## src/rtl/argmax_feeder.sv

```systemverilog
// argmax_feeder: producer side of the argmax stream interface.
// Accepts a whole frame of signed accumulator scores through valid/ready,
// requantizes each score to an unsigned DATA_WIDTH value and serializes the
// frame one element per cycle (index 0..CELL_AMOUNT-1) towards an argmax cell.
// A two-slot ping-pong buffer lets back-to-back frames stream without bubbles.
module argmax_feeder #(
  parameter int DATA_WIDTH  = 8,
  parameter int ACC_WIDTH   = 16,
  parameter int INDEX_WIDTH = 10,
  parameter int CELL_AMOUNT = 4,
  parameter int SHIFT       = 4
) (
  input  logic                             clk,
  input  logic                             reset,
  input  logic [CELL_AMOUNT*ACC_WIDTH-1:0] in_scores,
  input  logic                             in_valid,
  output logic                             in_ready,
  output logic [INDEX_WIDTH-1:0]           output_index,
  output logic [DATA_WIDTH-1:0]            output_value,
  output logic                             output_enable,
  output logic                             output_last
);

  // Element counter width; CELL_AMOUNT is at least 2 so this is at least 1.
  localparam int CW = (CELL_AMOUNT > 1) ? $clog2(CELL_AMOUNT) : 1;
  // Comparison width wide enough to hold both a shifted score and the
  // saturation limit without truncation, whichever of the two is wider.
  localparam int WW = ((ACC_WIDTH > DATA_WIDTH) ? ACC_WIDTH : DATA_WIDTH) + 1;

  localparam logic [CW-1:0] LAST_CNT = CW'(CELL_AMOUNT - 1);
  localparam logic [CW-1:0] CNT_ONE  = CW'(1);
  localparam logic [CW-1:0] CNT_ZERO = {CW{1'b0}};
  localparam logic [WW-1:0] SAT_W    = {{(WW-DATA_WIDTH){1'b0}}, {DATA_WIDTH{1'b1}}};

  typedef enum logic [0:0] {
    ST_IDLE   = 1'b0,
    ST_STREAM = 1'b1
  } state_t;

  // Arithmetic shift, then clamp into the unsigned DATA_WIDTH range.
  function automatic logic [DATA_WIDTH-1:0] requant(input logic [ACC_WIDTH-1:0] score);
    logic signed [ACC_WIDTH-1:0] shifted;
    logic [WW-1:0]               mag;
    logic [DATA_WIDTH-1:0]       res;
    shifted = $signed(score) >>> SHIFT;
    mag     = WW'($unsigned(shifted));
    if (shifted[ACC_WIDTH-1]) begin
      res = {DATA_WIDTH{1'b0}};
    end else if (mag > SAT_W) begin
      res = {DATA_WIDTH{1'b1}};
    end else begin
      res = mag[DATA_WIDTH-1:0];
    end
    return res;
  endfunction

  // Frame storage holds already-requantized values, so the read path is a mux.
  logic [DATA_WIDTH-1:0]  slot_q [2][CELL_AMOUNT];
  logic [DATA_WIDTH-1:0]  frame_s [CELL_AMOUNT];

  logic [1:0]             full_q, full_d;
  logic                   wr_ptr_q, wr_ptr_d;
  logic                   rd_ptr_q, rd_ptr_d;
  logic                   ready_q, ready_d;
  logic                   accept_s;
  logic                   free_s;

  state_t                 state_q, state_d;
  logic [CW-1:0]          cnt_q, cnt_d;
  logic [CW-1:0]          cnt_inc_s;
  // Set on the last-element edge when the other slot already held a frame,
  // which is what allows the next frame to follow with no idle cycle.
  logic                   chain_q, chain_d;

  logic                   emit_s;
  logic [CW-1:0]          emit_idx_s;
  logic                   last_s;

  logic [INDEX_WIDTH-1:0] index_q, index_d;
  logic [DATA_WIDTH-1:0]  value_q, value_d;
  logic                   enable_q, enable_d;
  logic                   last_q, last_d;

  // Requantize every lane of the incoming frame in parallel.
  always_comb begin
    for (int i = 0; i < CELL_AMOUNT; i++) begin
      frame_s[i] = requant(in_scores[i*ACC_WIDTH +: ACC_WIDTH]);
    end
  end

  // Slot occupancy and pointer bookkeeping; ready reflects next-cycle occupancy only.
  always_comb begin
    accept_s = in_valid & ready_q;
    full_d[0] = (full_q[0] & ~(free_s & (rd_ptr_q == 1'b0))) | (accept_s & (wr_ptr_q == 1'b0));
    full_d[1] = (full_q[1] & ~(free_s & (rd_ptr_q == 1'b1))) | (accept_s & (wr_ptr_q == 1'b1));
    wr_ptr_d  = wr_ptr_q ^ accept_s;
    rd_ptr_d  = rd_ptr_q ^ free_s;
    ready_d   = ~(full_d[0] & full_d[1]);
  end

  // Output FSM: decide which element (if any) is emitted on the coming edge.
  always_comb begin
    state_d    = state_q;
    cnt_d      = cnt_q;
    chain_d    = chain_q;
    free_s     = 1'b0;
    emit_s     = 1'b0;
    emit_idx_s = CNT_ZERO;
    last_s     = 1'b0;
    cnt_inc_s  = cnt_q + CNT_ONE;
    case (state_q)
      ST_IDLE: begin
        if (full_q[rd_ptr_q]) begin
          emit_s     = 1'b1;
          emit_idx_s = CNT_ZERO;
          cnt_d      = CNT_ZERO;
          state_d    = ST_STREAM;
        end else begin
          state_d    = ST_IDLE;
        end
      end
      ST_STREAM: begin
        if (cnt_q != LAST_CNT) begin
          emit_s     = 1'b1;
          emit_idx_s = cnt_inc_s;
          cnt_d      = cnt_inc_s;
          if (cnt_inc_s == LAST_CNT) begin
            last_s  = 1'b1;
            free_s  = 1'b1;
            chain_d = full_q[~rd_ptr_q];
          end else begin
            last_s  = 1'b0;
          end
        end else if (chain_q) begin
          // Read pointer has already moved to the waiting frame.
          emit_s     = 1'b1;
          emit_idx_s = CNT_ZERO;
          cnt_d      = CNT_ZERO;
          chain_d    = 1'b0;
        end else begin
          chain_d    = 1'b0;
          state_d    = ST_IDLE;
        end
      end
      default: begin
        state_d = ST_IDLE;
        chain_d = 1'b0;
      end
    endcase
  end

  // Next values of the registered stream outputs.
  always_comb begin
    if (emit_s) begin
      index_d = INDEX_WIDTH'(emit_idx_s);
      value_d = slot_q[rd_ptr_q][emit_idx_s];
    end else begin
      index_d = {INDEX_WIDTH{1'b0}};
      value_d = {DATA_WIDTH{1'b0}};
    end
    enable_d = emit_s;
    last_d   = last_s;
  end

  // Control state, pointers and output registers.
  always_ff @(posedge clk) begin
    if (reset) begin
      state_q  <= ST_IDLE;
      cnt_q    <= CNT_ZERO;
      chain_q  <= 1'b0;
      full_q   <= 2'b00;
      wr_ptr_q <= 1'b0;
      rd_ptr_q <= 1'b0;
      ready_q  <= 1'b1;
      index_q  <= {INDEX_WIDTH{1'b0}};
      value_q  <= {DATA_WIDTH{1'b0}};
      enable_q <= 1'b0;
      last_q   <= 1'b0;
    end else begin
      state_q  <= state_d;
      cnt_q    <= cnt_d;
      chain_q  <= chain_d;
      full_q   <= full_d;
      wr_ptr_q <= wr_ptr_d;
      rd_ptr_q <= rd_ptr_d;
      ready_q  <= ready_d;
      index_q  <= index_d;
      value_q  <= value_d;
      enable_q <= enable_d;
      last_q   <= last_d;
    end
  end

  // Frame capture into the slot named by the write pointer.
  always_ff @(posedge clk) begin
    if (reset) begin
      for (int s = 0; s < 2; s++) begin
        for (int i = 0; i < CELL_AMOUNT; i++) begin
          slot_q[s][i] <= {DATA_WIDTH{1'b0}};
        end
      end
    end else if (accept_s) begin
      for (int i = 0; i < CELL_AMOUNT; i++) begin
        slot_q[wr_ptr_q][i] <= frame_s[i];
      end
    end
  end

  // ready_q resets to 1 so the port is high in the first cycle after reset;
  // the reset term keeps it low while reset is held.
  assign in_ready      = ready_q & ~reset;
  assign output_index  = index_q;
  assign output_value  = value_q;
  assign output_enable = enable_q;
  assign output_last   = last_q;

endmodule
```

## config.mk

```make
export PLATFORM = sky130hd
export DESIGN_NAME = argmax_feeder
export DESIGN_NICKNAME = d
export VERILOG_FILES = /design/src/rtl/argmax_feeder.sv
export SDC_FILE = /design/constraint.sdc
export NUM_CORES = 1
export LEC_CHECK = 0
export ABC_AREA = 1
export BUFFER_PORTS_ARGS = -buffer_cell sky130_fd_sc_hd__buf_2
export CAP_MARGIN = 20
export CORE_MARGIN = 2
export CORE_UTILIZATION = 45
export CTS_BUF_LIST = sky130_fd_sc_hd__clkbuf_2
export DETAILED_ROUTE_END_ITERATION = 8
export PLACE_DENSITY = 0.68
export REMOVE_ABC_BUFFERS = 1
export SLEW_MARGIN = 15
export SYNTH_ARGS = -nofsm -noshare
export SYNTH_HDL_FRONTEND = slang
export SYNTH_SLANG_ARGS = --single-unit
```

## constraint.sdc

```tcl
create_clock -name clk -period 7.1 [get_ports clk]
set_input_delay 1.42 -clock clk [delete_from_list [all_inputs] [get_ports clk]]
set_output_delay 1.42 -clock clk [all_outputs]
set_load 0.03 [all_outputs]
```

==> results of run 1 <==
## worst min-delay path, cell delays in order (launching register included)
cell and delay (ns):
dfxtp_1 0.38, nand3_1 0.08, nand2_1 0.05
## synth_stat cells
| cell type | n | share of area [%] |
|---|---|---|
| clkbuf_1 | 4 | 0.37 |
| nor2_1 | 55 | 5.1 |
| nand3_2 | 3 | 0.75 |
| o21ai_1 | 6 | 0.75 |
| nand3_1 | 25 | 3.1 |
| nor2_8 | 1 | 0.50 |
| nand4_1 | 7 | 1.1 |
| buf_4 | 10 | 1.9 |
| buf_2 | 7 | 0.87 |
| a21oi_2 | 1 | 0.22 |
| a21oi_1 | 10 | 1.2 |
| nor2_4 | 7 | 2.0 |
| inv_1 | 67 | 6.3 |
| buf_6 | 2 | 0.56 |
| nand2_4 | 2 | 0.56 |
| a31o_2 | 1 | 0.22 |
| o21ai_0 | 30 | 3.7 |
| inv_2 | 3 | 0.28 |
| nand2_2 | 1 | 0.16 |
| inv_4 | 1 | 0.16 |
| ha_1 | 6 | 1.9 |
| edfxtp_1 | 64 | 48 |
| dfxtp_1 | 20 | 10 |
| conb_1 | 1 | 0.093 |
| nand2_1 | 113 | 11 |
## final cells by class
class / instances / area, sq um / share of cell area, %
Sequential cell: 84 / 2320 / 51.1
Timing Repair Buffer: 67 / 345 / 7.60
Tap cell: 108 / 135 / 2.98
Inverter: 71 / 269 / 5.92
Clock inverter: 6 / 103 / 2.26
Multi-Input combinational cell: 276 / 1320 / 29.0
Clock buffer: 10 / 50.0 / 1.10
## logic make-up (layout without fill, tap and decap cells)
family	Yosys count	count (layout)	share of synthesized area, %
AND/OR/NAND/NOR	214	214	23.8
buffers and inverters	94	154	10.4
flip-flops	84	84	57.7
AO/OA/AOI/OAI	48	48	6.16
adder cells (fa/ha/maj)	6	6	1.87
other	1	8	0.0932
## worst max-delay path by stage
| stage | depth (start not counted) | from | end | slack [ns] |
|---|---|---|---|---|
| floorplan | 2 | in_valid | slot_q[0][0] | 2.85 |
| global placement | 3 | reset | in_ready | 3.79 |
| detailed placement | 3 | reset | in_ready | 3.79 |
| CTS | 3 | reset | in_ready | 3.78 |
| global route | 3 | reset | in_ready | 3.78 |
| finish | 3 | reset | in_ready | 3.79 |
## sequential cells by signal, indices dropped and copies added (netlist names), 2 cells and up
| register | count |
|---|---|
| output_index | 2 |
| slot_q | 64 |
| full_q | 2 |
| output_value | 8 |
| cnt_q | 2 |
## report_power, final
group,switching [W],internal (W)
clock,0.000161,0.000150
sequential,0.0000127,0.000573
combinational,0.000104,0.0000442
## metal layers
| layer | up-vias | GRT usage (%) |
|---|---|---|
| li1 | 1532 | - |
| met1 | 1368 | 24.6 |
| met2 | 96 | 30.2 |
| met3 | 11 | 3.83 |
| met4 | 0 | 6.32 |
| met5 | - | 0 |
## per-stage QoR
step / setup slack, ns / std cells / total power [W]
2_1_floorplan: 2.85 / 431 / 0.000691
3_3_place_gp: 3.79 / 606 / 0.000741
3_5_place_dp: 3.79 / 606 / 0.000745
4_1_cts: 3.78 / 622 / 0.00105
5_1_grt: 3.78 / 622 / 0.00109
6_report: 3.79 / 622 / 0.00105
==> flow_summary.json, run 1 <==
{
  "topRoutingLayerUsed": "met4",
  "fin_setup_tns_ns": 0,
  "grt_max_degree": 37,
  "grt_pass1_wl_microns": 13900,
  "worst_pin_slew_ns": 0.853,
  "status": "finished, final reports clean",
  "initial_utilization_pct": 46.4,
  "area_growth_pct": 12.9,
  "holdPathEnd": "cnt_q[1]",
  "final_cell_mix": "nand2_1, inv_1, edfxtp_1",
  "slowest_delay_ns": 0.20,
  "drt_iter0_markers": 188,
  "worst_setup_path_end_kind": "output pin",
  "ys_seq_area_share_pct": 57.7,
  "die_height_microns": 98.5,
  "drt_pass1_iterations": 5,
  "grt_pass1_vias": 2825,
  "whs_ns": 0.525,
  "post_drt_wl_per_cell_microns": 13.7,
  "rsz0062_at_grt": "no",
  "ys_warn_count": 0,
  "wl_met1_microns": 3610,
  "hold_buffers": 0,
  "antenna_found_initial": 0,
  "hold_viol": 0,
  "synth_cell_type_count": 25,
  "row_count": 34,
  "irDropWorstVdd_mv": 0.0925,
  "placed_area_sq_um": 4390,
  "viasPerCell": 4.83,
  "post-dp-hpwl_microns": 5630,
  "final-setup-viol-count": 0,
  "min_path_type": "reg -> reg",
  "htree_levels": 3,
  "cts_resized": 0,
  "antenna_cells": 0,
  "num-fill-cells": 802,
  "layout.nets": 582,
  "path_common_cell": "buf_2",
  "clock_path_buffers": 2,
  "drc": 0,
  "power.density_nw_per_um2": 230,
  "rr_worst_depth": 3,
  "r2r-start": "wr_ptr_q",
  "clock_skew_ns": 0.0342,
  "clock_sinks": 84,
  "crit_chain": "buf_2, nor2_1, buf_2",
  "fp.coreArea_sq_um": 8680,
  "gp_congestion": 0.845,
  "cts_tree": "done",
  "cts_buffers": 9,
  "required_ns": 5.68,
  "clock_latency_ns": 0.55,
  "grt_util_all_layers_pct": 18.5,
  "synth.avg_cell_area_sq_um": 9.00,
  "clockRootBuffer": "clkbuf_2",
  "r2r-end": "slot_q[1][31]",
  "die_w_microns": 98.5,
  "netlist_instances": 447,
  "slew_headroom_pct": 43.1,
  "dr_wl_met3_microns": 493,
  "grt_overflow": 0,
  "vias": 3007,
  "finalMaxSlewViolations": 0,
  "critPathTopFamily": "buffers and inverters",
  "ys_ff_latch": 84,
  "critPathSlowestCell": "buf_2",
  "cp_max_fo": 8,
  "cts_setup_buffers": 0,
  "critPathArrivalTime_ns": 1.89,
  "cts.clk_slew.worst_paths_ns": 0.20,
  "dieArea_sq_um": 9710,
  "totalWireLength_microns": 8500,
  "max_freq_mhz": 302,
  "post-route-cell-area_sq_um": 4540,
  "fin_util_pct": 52.3,
  "dr_wl_met2_microns": 4280,
  "port_buffers": 63,
  "period_share_pct": 46.7,
  "crit_type": "in -> out",
  "synth_area_sq_um": 4020,
  "hold_depth": 2,
  "ff2ff_setup_slack_ns": 5.00,
  "hp-start": "cnt_q[1]",
  "maxCapViolCount": 0,
  "cp_num_buf_inv": 2,
  "cellLeakagePower_nw": 2.27,
  "final_antenna_net_count": 0,
  "min_period_ns": 3.31,
  "pin_count": 88,
  "drive_gt1_share_pct": 20.0,
  "final_common_cell": "nand2_1",
  "worstSetupStartpointType": "input pin"
}
(Power assumes the default switching activity.)
==> run 2: changes to the inputs <==
--- a/config.mk
+++ b/config.mk
@@ -5,14 +5,14 @@
 export SDC_FILE = /design/constraint.sdc
 export NUM_CORES = 1
 export LEC_CHECK = 0
-export ABC_AREA = 1
+export ABC_AREA = 0
 export BUFFER_PORTS_ARGS = -buffer_cell sky130_fd_sc_hd__buf_2
 export CAP_MARGIN = 20
 export CORE_MARGIN = 2
 export CORE_UTILIZATION = 45
 export CTS_BUF_LIST = sky130_fd_sc_hd__clkbuf_2
 export DETAILED_ROUTE_END_ITERATION = 8
-export PLACE_DENSITY = 0.68
+export PLACE_DENSITY = 0.71
 export REMOVE_ABC_BUFFERS = 1
 export SLEW_MARGIN = 15
 export SYNTH_ARGS = -nofsm -noshare
==> constraint.sdc (replaced) <==
create_clock -name clk -period 3 [get_ports clk]
set_input_delay 0.6 -clock clk [delete_from_list [all_inputs] [get_ports clk]]
set_output_delay 0.6 -clock clk [all_outputs]
set_load 0.03 [all_outputs]
==> flow_summary.json, run 2 <==
{
  "min_period_ns": 2.33,
  "netlist_instances": 326,
  "synth_compound_gate_area_share_pct": 3.93,
  "ff2ff_setup_slack_ns": 0.67,
  "hold_buffers": 0,
  "slew_headroom_pct": 26.6,
  "cts.clk_slew.worst_paths_ns": 0.24,
  "largest_register_ffs": 64,
  "grt_pass1_wl_microns": 12000,
  "synthMuxAreaShare_pct": 11.7,
  "drive_gt1_share_pct": 26.3,
  "largest_register": "slot_q",
  "synth_edf_count": 64,
  "period_share_pct": 77.6,
  "clock_skew_ns": 0.0215,
  "cts_setup_buffers": 0,
  "synth.avg_cell_area_sq_um": 11.7,
  "synth_simple_gate_area_share_pct": 16.4,
  "dp_cells": 480,
  "post-dp-hpwl_microns": 5590,
  "clock_sinks": 84,
  "grt_max_degree": 33,
  "port_buffers": 63,
  "totalWireLength_microns": 7930,
  "die_w_microns": 96.1,
  "layout.nets": 459,
  "required_ns": 3.50,
  "critPathSlowestCell": "nor2_4",
  "power.density_nw_per_um2": 541,
  "post_drt_wl_per_cell_microns": 16.0,
  "gp_congestion": 0.783,
  "drt_iter0_markers": 102,
  "initial_utilization_pct": 46.4,
  "antenna_found_initial": 0,
  "worst_pin_slew_ns": 1.10,
  "cts_buffers": 9,
  "yosysTopAreaCell": "edfxtp_1",
  "final_antenna_net_count": 0,
  "final-setup-viol-count": 0,
  "crit_type": "reg -> reg",
  "htree_levels": 3,
  "fp.coreArea_sq_um": 8220,
  "cp_max_fo": 18,
  "synth_area_sq_um": 3820,
  "ys_warn_count": 0,
  "ys_ff_latch": 84,
  "clockRootBuffer": "clkbuf_2",
  "crit_chain": "ha_1, nor2_4, mux2i_1, a2111oi_0, a31o_2",
  "ys_seq_area_share_pct": 60.9,
  "clock_path_buffers": 2,
  "hold_viol": 0,
  "cts_resized": 0,
  "min_path_type": "in -> reg",
  "yosys-top-cells-area": "edfxtp_1, nor2_1, dfxtp_1",
  "pin_count": 88,
  "netlist.area_leader.share_pct": 50.4,
  "synth_cell_type_count": 36,
  "synth_top_family_by_area": "simple AND/OR/NAND/NOR gates",
  "synthArstFlopShare_pct": 0,
  "final_cell_mix": "nor2_1, buf_2, edfxtp_1",
  "synth-xor-area-share_pct": 0,
  "synth_most_common_cell": "nor2_1",
  "status": "finished, final reports clean",
  "viasPerCell": 5.18,
  "vias": 2571,
  "critPathArrivalTime_ns": 2.83,
  "fin_cells": 496,
  "final_common_cell": "nor2_1",
  "row_count": 33,
  "synthTopCellsByCount": "nor2_1, edfxtp_1, mux2i_1",
  "ys.flop_type": "edfxtp_1",
  "cts_tree": "done",
  "slowest_delay_ns": 0.56,
  "synth-adder-area-share_pct": 1.97,
  "worstSetupStartpointType": "flop",
  "area_growth_pct": 12.4,
  "whs_ns": 0.335,
  "num-fill-cells": 730,
  "worst_setup_path_end_kind": "flop",
  "clock_latency_ns": 0.55,
  "cellLeakagePower_nw": 1.92,
  "finalMaxSlewViolations": 0,
  "irDropWorstVdd_mv": 0.378,
  "grt_overflow": 0,
  "die_height_microns": 96.1,
  "grt_pass1_vias": 2395,
  "dieArea_sq_um": 9230,
  "antenna_cells": 0,
  "drt_pass1_iterations": 4,
  "maxCapViolCount": 0,
  "grt_util_all_layers_pct": 18.1,
  "rsz0062_at_grt": "no",
  "max_freq_mhz": 429,
  "drc": 0
}
## run 2: cell count changes after synthesis, sizes merged, moves of 6 or more
cell and change:
o21ai -24, nand4 -7, nand3 -28, clkbuf +8
mux4 +6, nand2 -112, inv -64, mux2i +30
nor2 +49
## run 2: cell families (layout without fill, tap and decap cells)
| logic type | count (synthesis) | in the layout |
|---|---|---|
| buf+inv | 34 | 92 |
| mux | 37 | 37 |
| other cells | 1 | 8 |
| compound gates | 25 | 25 |
| simple gates | 139 | 139 |
| flops | 84 | 84 |
| fa+ha+maj | 6 | 6 |
## run 2: metrics by stage
stage | total power, W | TNS [ns] | util, % | instance area, sq um | setup slack, ns
global route | 0.00242 | 0 | 52.2 | 4290 | 0.527
floorplan | 0.00162 | -15.36 | - | 3680 | -0.480
finish | 0.00232 | 0 | 52.2 | 4290 | 0.671
detailed placement | 0.00174 | 0 | 50.7 | 4170 | 0.733
CTS | 0.00233 | 0 | 52.2 | 4290 | 0.686
global placement | 0.00173 | 0 | 50.7 | 4160 | 0.739
## run 2: final timing paths
kind,to,start,depth (start not counted)
max,output_value[6],cnt_q[0],5
min,slot_q[1][3],in_scores[55],3
min reg2reg,chain_q,chain_q,2
max reg2reg,output_value[6],cnt_q[0],5
## run 2: metal layers
layer / share of wire [%] / global-route usage [%] / vias to the layer above
li1: - / - / 1241
met2: 51 / 30.8 / 88
met1: 40 / 22.8 / 1231
met5: 0 / 0 / -
met3: 6.8 / 5.25 / 11
met4: 1.7 / 4.40 / 0
## run 2: area by class of cell
type,count,area [sq um],share of cell area [%]
clock inverters,6,71.3,1.66
clock buffers,10,50.0,1.17
multi-input cells,215,1330,31.1
well taps,105,131,3.06
inverters,8,30.0,0.700
repair buffers,68,350,8.17
flip-flops and latches,84,2320,54.1
## run 2: worst max-delay path: cells and delay by family (launching register included)
| kind | cells | cell delay (ns) |
|---|---|---|
| adders and majority gates | 1 | 0.39 |
| DFF | 1 | 0.48 |
| AOI/OAI and AO/OA | 2 | 0.67 |
| muxes | 1 | 0.18 |
| and+or+nand+nor | 1 | 0.56 |
## run 2: power by group
group | internal [W] | leakage [nW] | switching [W]
combinational | 0.000125 | 1.01 | 0.000193
clock | 0.000204 | 0.0696 | 0.000403
sequential | 0.00136 | 0.843 | 0.0000370
total | 0.00169 | 1.92 | 0.000633
